===== src/rtl/gpio_bank.sv =====
// rtl/gpio_bank.sv - GPIO bank: output/direction registers, synchronised inputs, edge events, level irq
module gpio_bank #(
    parameter int WIDTH       = 8,
    parameter int SYNC_STAGES = 2
) (
    input  logic             clk,
    input  logic             resetq,
    input  logic             sel,
    input  logic             wr,
    input  logic             rd,
    input  logic [2:0]       addr,
    input  logic [15:0]      wd,
    output logic [15:0]      rdata,
    input  logic [WIDTH-1:0] pin_in,
    output logic [WIDTH-1:0] pin_out,
    output logic [WIDTH-1:0] pin_oe,
    output logic             irq
);

    localparam logic [2:0] A_DATA = 3'd0;
    localparam logic [2:0] A_DIR  = 3'd1;
    localparam logic [2:0] A_SET  = 3'd2;
    localparam logic [2:0] A_CLR  = 3'd3;
    localparam logic [2:0] A_TGL  = 3'd4;
    localparam logic [2:0] A_RISE = 3'd5;
    localparam logic [2:0] A_FALL = 3'd6;
    localparam logic [2:0] A_EVT  = 3'd7;

    logic [SYNC_STAGES-1:0][WIDTH-1:0] sync_q;
    logic [WIDTH-1:0] sync_val;
    logic [WIDTH-1:0] prev_q;
    logic [WIDTH-1:0] out_q;
    logic [WIDTH-1:0] dir_q;
    logic [WIDTH-1:0] rise_q;
    logic [WIDTH-1:0] fall_q;
    logic [WIDTH-1:0] event_q;
    logic [WIDTH-1:0] wd_w;
    logic [WIDTH-1:0] ev_set;
    logic [WIDTH-1:0] ev_clr;
    logic [15:0]      rd_val;
    logic             wr_en;
    logic             rd_en;
    logic             unused_wd;

    assign wd_w      = wd[WIDTH-1:0];
    assign unused_wd = &{1'b0, wd};
    assign wr_en     = sel & wr;
    assign rd_en     = sel & rd;
    assign sync_val  = sync_q[SYNC_STAGES-1];

    assign ev_set = (rise_q & sync_val & ~prev_q) | (fall_q & ~sync_val & prev_q);
    assign ev_clr = (wr_en && addr == A_EVT) ? wd_w : '0;

    assign pin_out = out_q;
    assign pin_oe  = dir_q;

    always_ff @(posedge clk or negedge resetq) begin
        if (!resetq) begin
            sync_q <= '0;
            prev_q <= '0;
        end else begin
            sync_q <= {sync_q[SYNC_STAGES-2:0], pin_in};
            prev_q <= sync_val;
        end
    end

    always_ff @(posedge clk or negedge resetq) begin
        if (!resetq) begin
            out_q  <= '0;
            dir_q  <= '0;
            rise_q <= '0;
            fall_q <= '0;
        end else if (wr_en) begin
            case (addr)
                A_DATA:  out_q  <= wd_w;
                A_DIR:   dir_q  <= wd_w;
                A_SET:   out_q  <= out_q | wd_w;
                A_CLR:   out_q  <= out_q & ~wd_w;
                A_TGL:   out_q  <= out_q ^ wd_w;
                A_RISE:  rise_q <= wd_w;
                A_FALL:  fall_q <= wd_w;
                default: ;
            endcase
        end
    end

    // Clear is applied before set so a same-edge detection keeps the bit.
    always_ff @(posedge clk or negedge resetq) begin
        if (!resetq) begin
            event_q <= '0;
            irq     <= 1'b0;
        end else begin
            event_q <= (event_q & ~ev_clr) | ev_set;
            irq     <= |event_q;
        end
    end

    always_comb begin
        rd_val = '0;
        case (addr)
            A_DATA:                rd_val[WIDTH-1:0] = sync_val;
            A_DIR:                 rd_val[WIDTH-1:0] = dir_q;
            A_SET, A_CLR, A_TGL:   rd_val[WIDTH-1:0] = out_q;
            A_RISE:                rd_val[WIDTH-1:0] = rise_q;
            A_FALL:                rd_val[WIDTH-1:0] = fall_q;
            default:               rd_val[WIDTH-1:0] = event_q;
        endcase
    end

    // Idle cycles return zero so several banks can share an OR-ed read bus.
    always_ff @(posedge clk or negedge resetq) begin
        if (!resetq) begin
            rdata <= '0;
        end else begin
            rdata <= rd_en ? rd_val : 16'h0000;
        end
    end

endmodule


===== config.mk =====
export PLATFORM = sky130hd
export DESIGN_NAME = gpio_bank
export DESIGN_NICKNAME = d
export VERILOG_FILES = /design/src/rtl/gpio_bank.sv
export SDC_FILE = /design/constraint.sdc
export NUM_CORES = 1
export LEC_CHECK = 0
export BUFFER_PORTS_ARGS = -buffer_cell sky130_fd_sc_hd__buf_2
export CAP_MARGIN = 0
export CORE_MARGIN = 2
export CORE_UTILIZATION = 40
export CTS_CLUSTER_SIZE = 20
export DETAILED_ROUTE_END_ITERATION = 7
export SYNTH_ARGS = -nofsm -noshare
export SYNTH_HDL_FRONTEND = slang
export SYNTH_SLANG_ARGS = --single-unit
export TNS_END_PERCENT = 30

===== constraint.sdc =====
create_clock -name clk -period 1.2 [get_ports clk]
set_input_delay 0.36 -clock clk [delete_from_list [all_inputs] [get_ports clk]]
set_output_delay 0.36 -clock clk [all_outputs]
set_load 0.02 [all_outputs]

# --- Yosys cells after proc, flatten, opt, wreduce, memory -nomap -nowiden ---
# Cells that the tools add are included.
word_totals:
  reg_bits: 73
  in_bits: 32
  output_inout_bits: 33
  elab_cells: 46
op_classes:
  n_eq_ne: 7
  mux: 4
  n_bitwise: 16
  reduce_logical: 9
ops:
  columns: ["cell", "n"]
  rows:
  - ["AND 8 bit", 6]
  - ["one-hot mux 8 bit (5 select lines)", 1]
  - ["inverter 8 bit", 4]
  - ["one-hot mux 8 bit (4 select lines)", 1]
  - ["OR 8 bit", 3]
  - ["2-to-1 mux 8 bit", 2]
  - ["equality test 3 bit (second input constant)", 4]
  - ["AND reduction 2 bit", 4]
  - ["OR reduction 8 bit", 1]
  - ["bitwise XOR 8 bit", 1]
  - ["equality test 3 x 2 -> 1 bit (second input constant)", 2]
  - ["nonzero test 4 bit", 1]
  - ["equality test 3 x 1 -> 1 bit (second input constant)", 1]
  - ["logical NOT 3 bit", 1]
  - ["OR reduction 3 bit", 1]
  - ["AND 1 bit", 2]
  - ["logical AND 1 bit", 1]

# --- Depth between registers and ports, before layout ---
logic_depth:
  ltp_word: 6
  ltp_mapped: 7
  ltp_nobuf: 6

# --- Worst setup path before layout ---
# OpenSTA, ideal clock, no wires.
synth_timing:
  path_kind: "input to register"
  from: "input port addr[0]"
  to: "register fall_q[0]"
  setup_time_ns: 0.125
  arrival_ns: 1.322
  required_ns: 1.075
  setup_slack_ns: -0.246
  stages: 4
  n_path_buf: 2
  cell_sequence: "buf_4 > buf_6 > nor3_4 > mux2_2"
synth_between:
  elab_chain_len: 2
synth_rtl:
  columns: ["item", "line_no", "rtl"]
  rows:
  - ["from (decl)", "11", "input logic [2:0] addr,"]
  - ["equality test 3 bit", "74", "case (addr)"]
  - ["AND reduction 2 bit (no source line)", null, null]
  - ["to (signal assigned)", "81", "A_FALL: fall_q <= wd_w;"]
  - ["to (decl)", "35", "logic [WIDTH-1:0] fall_q;"]
# Every way passes these cells.
# A chain may end at the register's enable or synchronous reset.

# --- Final worst setup path ---
layout_timing:
  from: "register out_q[0] (netlist: pin_out[0])"
  to: "output port pin_out[0]"
layout_rtl:
  columns: ["item", "line_no", "rtl"]
  rows:
  - ["from (decl)", "32", "logic [WIDTH-1:0] out_q;"]
  - ["from (signal assigned)", "75", "A_DATA: out_q <= wd_w;"]
  - ["from (signal assigned)", "77", "A_SET: out_q <= out_q | wd_w;"]
  - ["from (signal assigned)", "78", "A_CLR: out_q <= out_q & ~wd_w;"]
  - ["to (decl)", "15", "output logic [WIDTH-1:0] pin_out,"]
# No word-level cell between the ends.

==> impl_metrics.ini <==
[placement]
preCtsSetupSlack_ps = -438
gp_congestion = 0.876
port_buffers = 48
dp_hpwl_um = 6480

[final_layout]
drive_gt1_frac = 0.458
fill_cells = 718
areaGrowthSynthToFinish_pct = 40.3
antennaDiodeCount = 0
nets = 484
utilization = 0.578

[logic_synthesis]
synthCells = 318
synthFlopType = dfrtp_1
seq_area_frac_synth = 0.511
synth.distinct_cells = 40
avgSynthCellArea_um2 = 11.2
synth_area_um2 = 3580
synth_edf_count = 0
yosysWarningCount = 0
async_flop_share = 1.00
ys_ff_latch = 73

[power]
powerDensity_nw_per_um2 = 1410
combPwrFrac = 0.300
leakage_uw = 0.00230
switchingPower_uw = 2130
pwr-share-clk = 0.265
p_int_uw = 4970
peakVddDrop_mv = 0.658
p_seq_frac = 0.435
swShare = 0.300

[clock_network]
cts-root-buf = clkbuf_8
cts_tree = built
htree_levels = 3
clkTransAtPathRegs_ps = 80
clkSinkCount = 73
worst_skew_pair.late_latency_ps = 340
cts_buffers = 9
clk_path_buf_depth = 2

[setup_path]
max_stage_delay_ps = 440
crit_path_top_delay_cell = dfrtp_1
arrival_ps = 1050
end_kind = output port
cp.required_ps = 840
path_max_fanout = 2
crit_type = reg -> out
reg2reg_slack_ps = -140
path_cells = buf_6, buf_6
startpoint_type = register
crit_buf_inv = 2
r2r-end = pin_out[7]$_DFFE_PN0P_
reg2reg_depth = 6
cpMostUsedCell = buf_6
cp_top_family = flip-flops
reg2reg_from = pin_out[7]$_DFFE_PN0P_

[die]
dieWidth_um = 98.6
rows = 34
dieArea_um2 = 9710
dieHeight_um = 98.6
io_pins = 65
core_um2 = 8680
initial_core_util = 0.412

[grt]
grtUsageTotal = 0.196
grt_max_degree = 41
overflow = 0
grt_pass1_wl_um = 14600
antenna_found_initial = 0
grt_pass1_vias = 2829

[hold_path]
min-delay-start = pin_in[1]
min_delay_path_depth = 1
hold_path_end = sync_q[1]$_DFF_PN0_
hold_path.class = in -> reg

[drt]
final_antenna_net_count = 0
drtIter0Drc = 113
route.detailed.drc = 0
post_drt_wl_per_cell_um = 16.8
via_per_inst = 5.20
vias = 2857
wl_um = 9250
drt_first_pass_iters = 4

[timing]
finalHoldViolCount = 0
fin_ws_ps = -212
finClkSkew_ps = 5.31
fin_crit_sh = 1.18
fmax_mhz = 708
maxSlewViolCount = 0
fin_crit_ps = 1410
grt_setup_unrepaired = true
finalSetupViolCount = 45

[run_status]
status = finished, violations left
violations = negative setup slack

[run]
cap_viol_max_count = 0
## what timing repair did
action | 4_1_cts | 5_1_grt
pin swaps | 3 | 21
endpoints found under the setup margin | 47 | 64
resized for setup | 43 | 66
hold buffers | 1 | 0
endpoints found under the hold margin | 9 | 0
setup buffers | 14 | 3
## layout make-up
cell class	instances	area (µm²)	share of cell area
sequential	73	1830	0.364
timing repair buffer	123	1020	0.204
tap	108	135	0.0269
clock buffer	13	149	0.0297
multi-input combinational	209	1760	0.350
inverter	20	87.6	0.0175
clock inverter	3	40.0	0.00798
## layout by cell type, fill, tap and decap left out, types with 5 or more instances in the layout
cell / n
clkbuf_8: 10
buf_2: 29
dfrtp_1: 73
inv_4: 5
ha_4: 11
buf_4: 56
o21ai_0: 24
inv_1: 13
nand2_1: 24
nor2b_1: 5
nor2_1: 9
nand3b_1: 10
a21oi_1: 6
o21ai_1: 12
mux2i_1: 10
conb_1: 8
o211ai_1: 10
mux2_2: 26
buf_6: 32
## metal layers
metal	wire length, µm	share of wire	global-route usage
met2	4410	0.48	0.309
met5	0	0	0
met3	341	0.037	0.0362
met4	203	0.022	0.0938
met1	4290	0.46	0.264
## stage by stage
| step | TNS, ps | power (µW) | hold slack [ps] | instance area, µm² | instances |
|---|---|---|---|---|---|
| floorplan | -7230 | 3970 | 64.4 | 3620 | 325 |
| global placement | -15890 | 4600 | 217 | 4310 | 515 |
| detailed placement | -16950 | 4640 | 216 | 4310 | 515 |
| CTS | -3110 | 6890 | 96.6 | 4760 | 546 |
| global route | -4680 | 7480 | 97.4 | 5020 | 549 |
| finish | -2970 | 7100 | 114 | 5020 | 549 |
## power groups by stage
stage	registers, µW	logic, µW	clock network, µW
2_1_floorplan	3230	747	0
6_report	3090	2130	1880
3_5_place_dp	3120	1510	0
4_1_cts	3070	1880	1940
3_3_place_gp	3120	1480	0
5_1_grt	3130	2300	2050
## synthesized netlist by cell type (2+ instances only)
library cell / number / share of area
and2_1: 2 / 0.0035
o21ai_0: 33 / 0.046
o211ai_1: 10 / 0.021
a21oi_1: 6 / 0.0084
nor2_1: 9 / 0.0094
a31oi_1: 3 / 0.0052
a221oi_1: 3 / 0.0073
nand2_1: 24 / 0.025
mux2_2: 27 / 0.085
a22o_1: 4 / 0.0098
o221ai_1: 5 / 0.012
nand2_2: 2 / 0.0035
nor3_4: 2 / 0.0091
buf_4: 10 / 0.021
mux2i_1: 10 / 0.028
dfrtp_1: 73 / 0.51
nor3_1: 2 / 0.0028
nand2b_1: 2 / 0.0035
buf_6: 3 / 0.0094
ha_1: 16 / 0.056
nand3b_1: 10 / 0.021
nor2b_1: 11 / 0.019
nor2_2: 2 / 0.0035
nor4_1: 2 / 0.0035
clkbuf_1: 3 / 0.0031
buf_2: 7 / 0.0098
inv_1: 19 / 0.020
o21ai_1: 5 / 0.0070
a22oi_1: 2 / 0.0042
## registers in the layout (all words and copies together) (netlist names), 8 cells and up
signal    count
event_q       8
fall_q        8
pin_oe        8
pin_out       8
prev_q        8
rdata         8
rise_q        8
sync_q        8
sync_val      8
## kinds of logic after synthesis
group	after synthesis	share of synthesized area
multiplexers	39	0.122
adder cells (fa/ha/maj)	16	0.0560
other	1	0.00105
AO/OA/AOI/OAI	73	0.127
flip-flops	73	0.511
AND/OR/NAND/NOR	73	0.119
buffers and inverters	43	0.0644
## worst max path at each step
stage	from	endpoint	slack [ps]	cells past startpoint
global route	pin_out[0]$_DFFE_PN0P_	pin_out[0]	-240	2
floorplan	addr[0]	pin_out[7]$_DFFE_PN0P_	-210	6
finish	pin_out[0]$_DFFE_PN0P_	pin_out[0]	-210	2
CTS	pin_out[0]$_DFFE_PN0P_	pin_out[0]	-200	2
global placement	addr[2]	rise_q[0]$_DFFE_PN0P_	-390	5
detailed placement	addr[2]	pin_oe[2]$_DFFE_PN0P_	-440	5
Power figures use the tool's default switching activity.
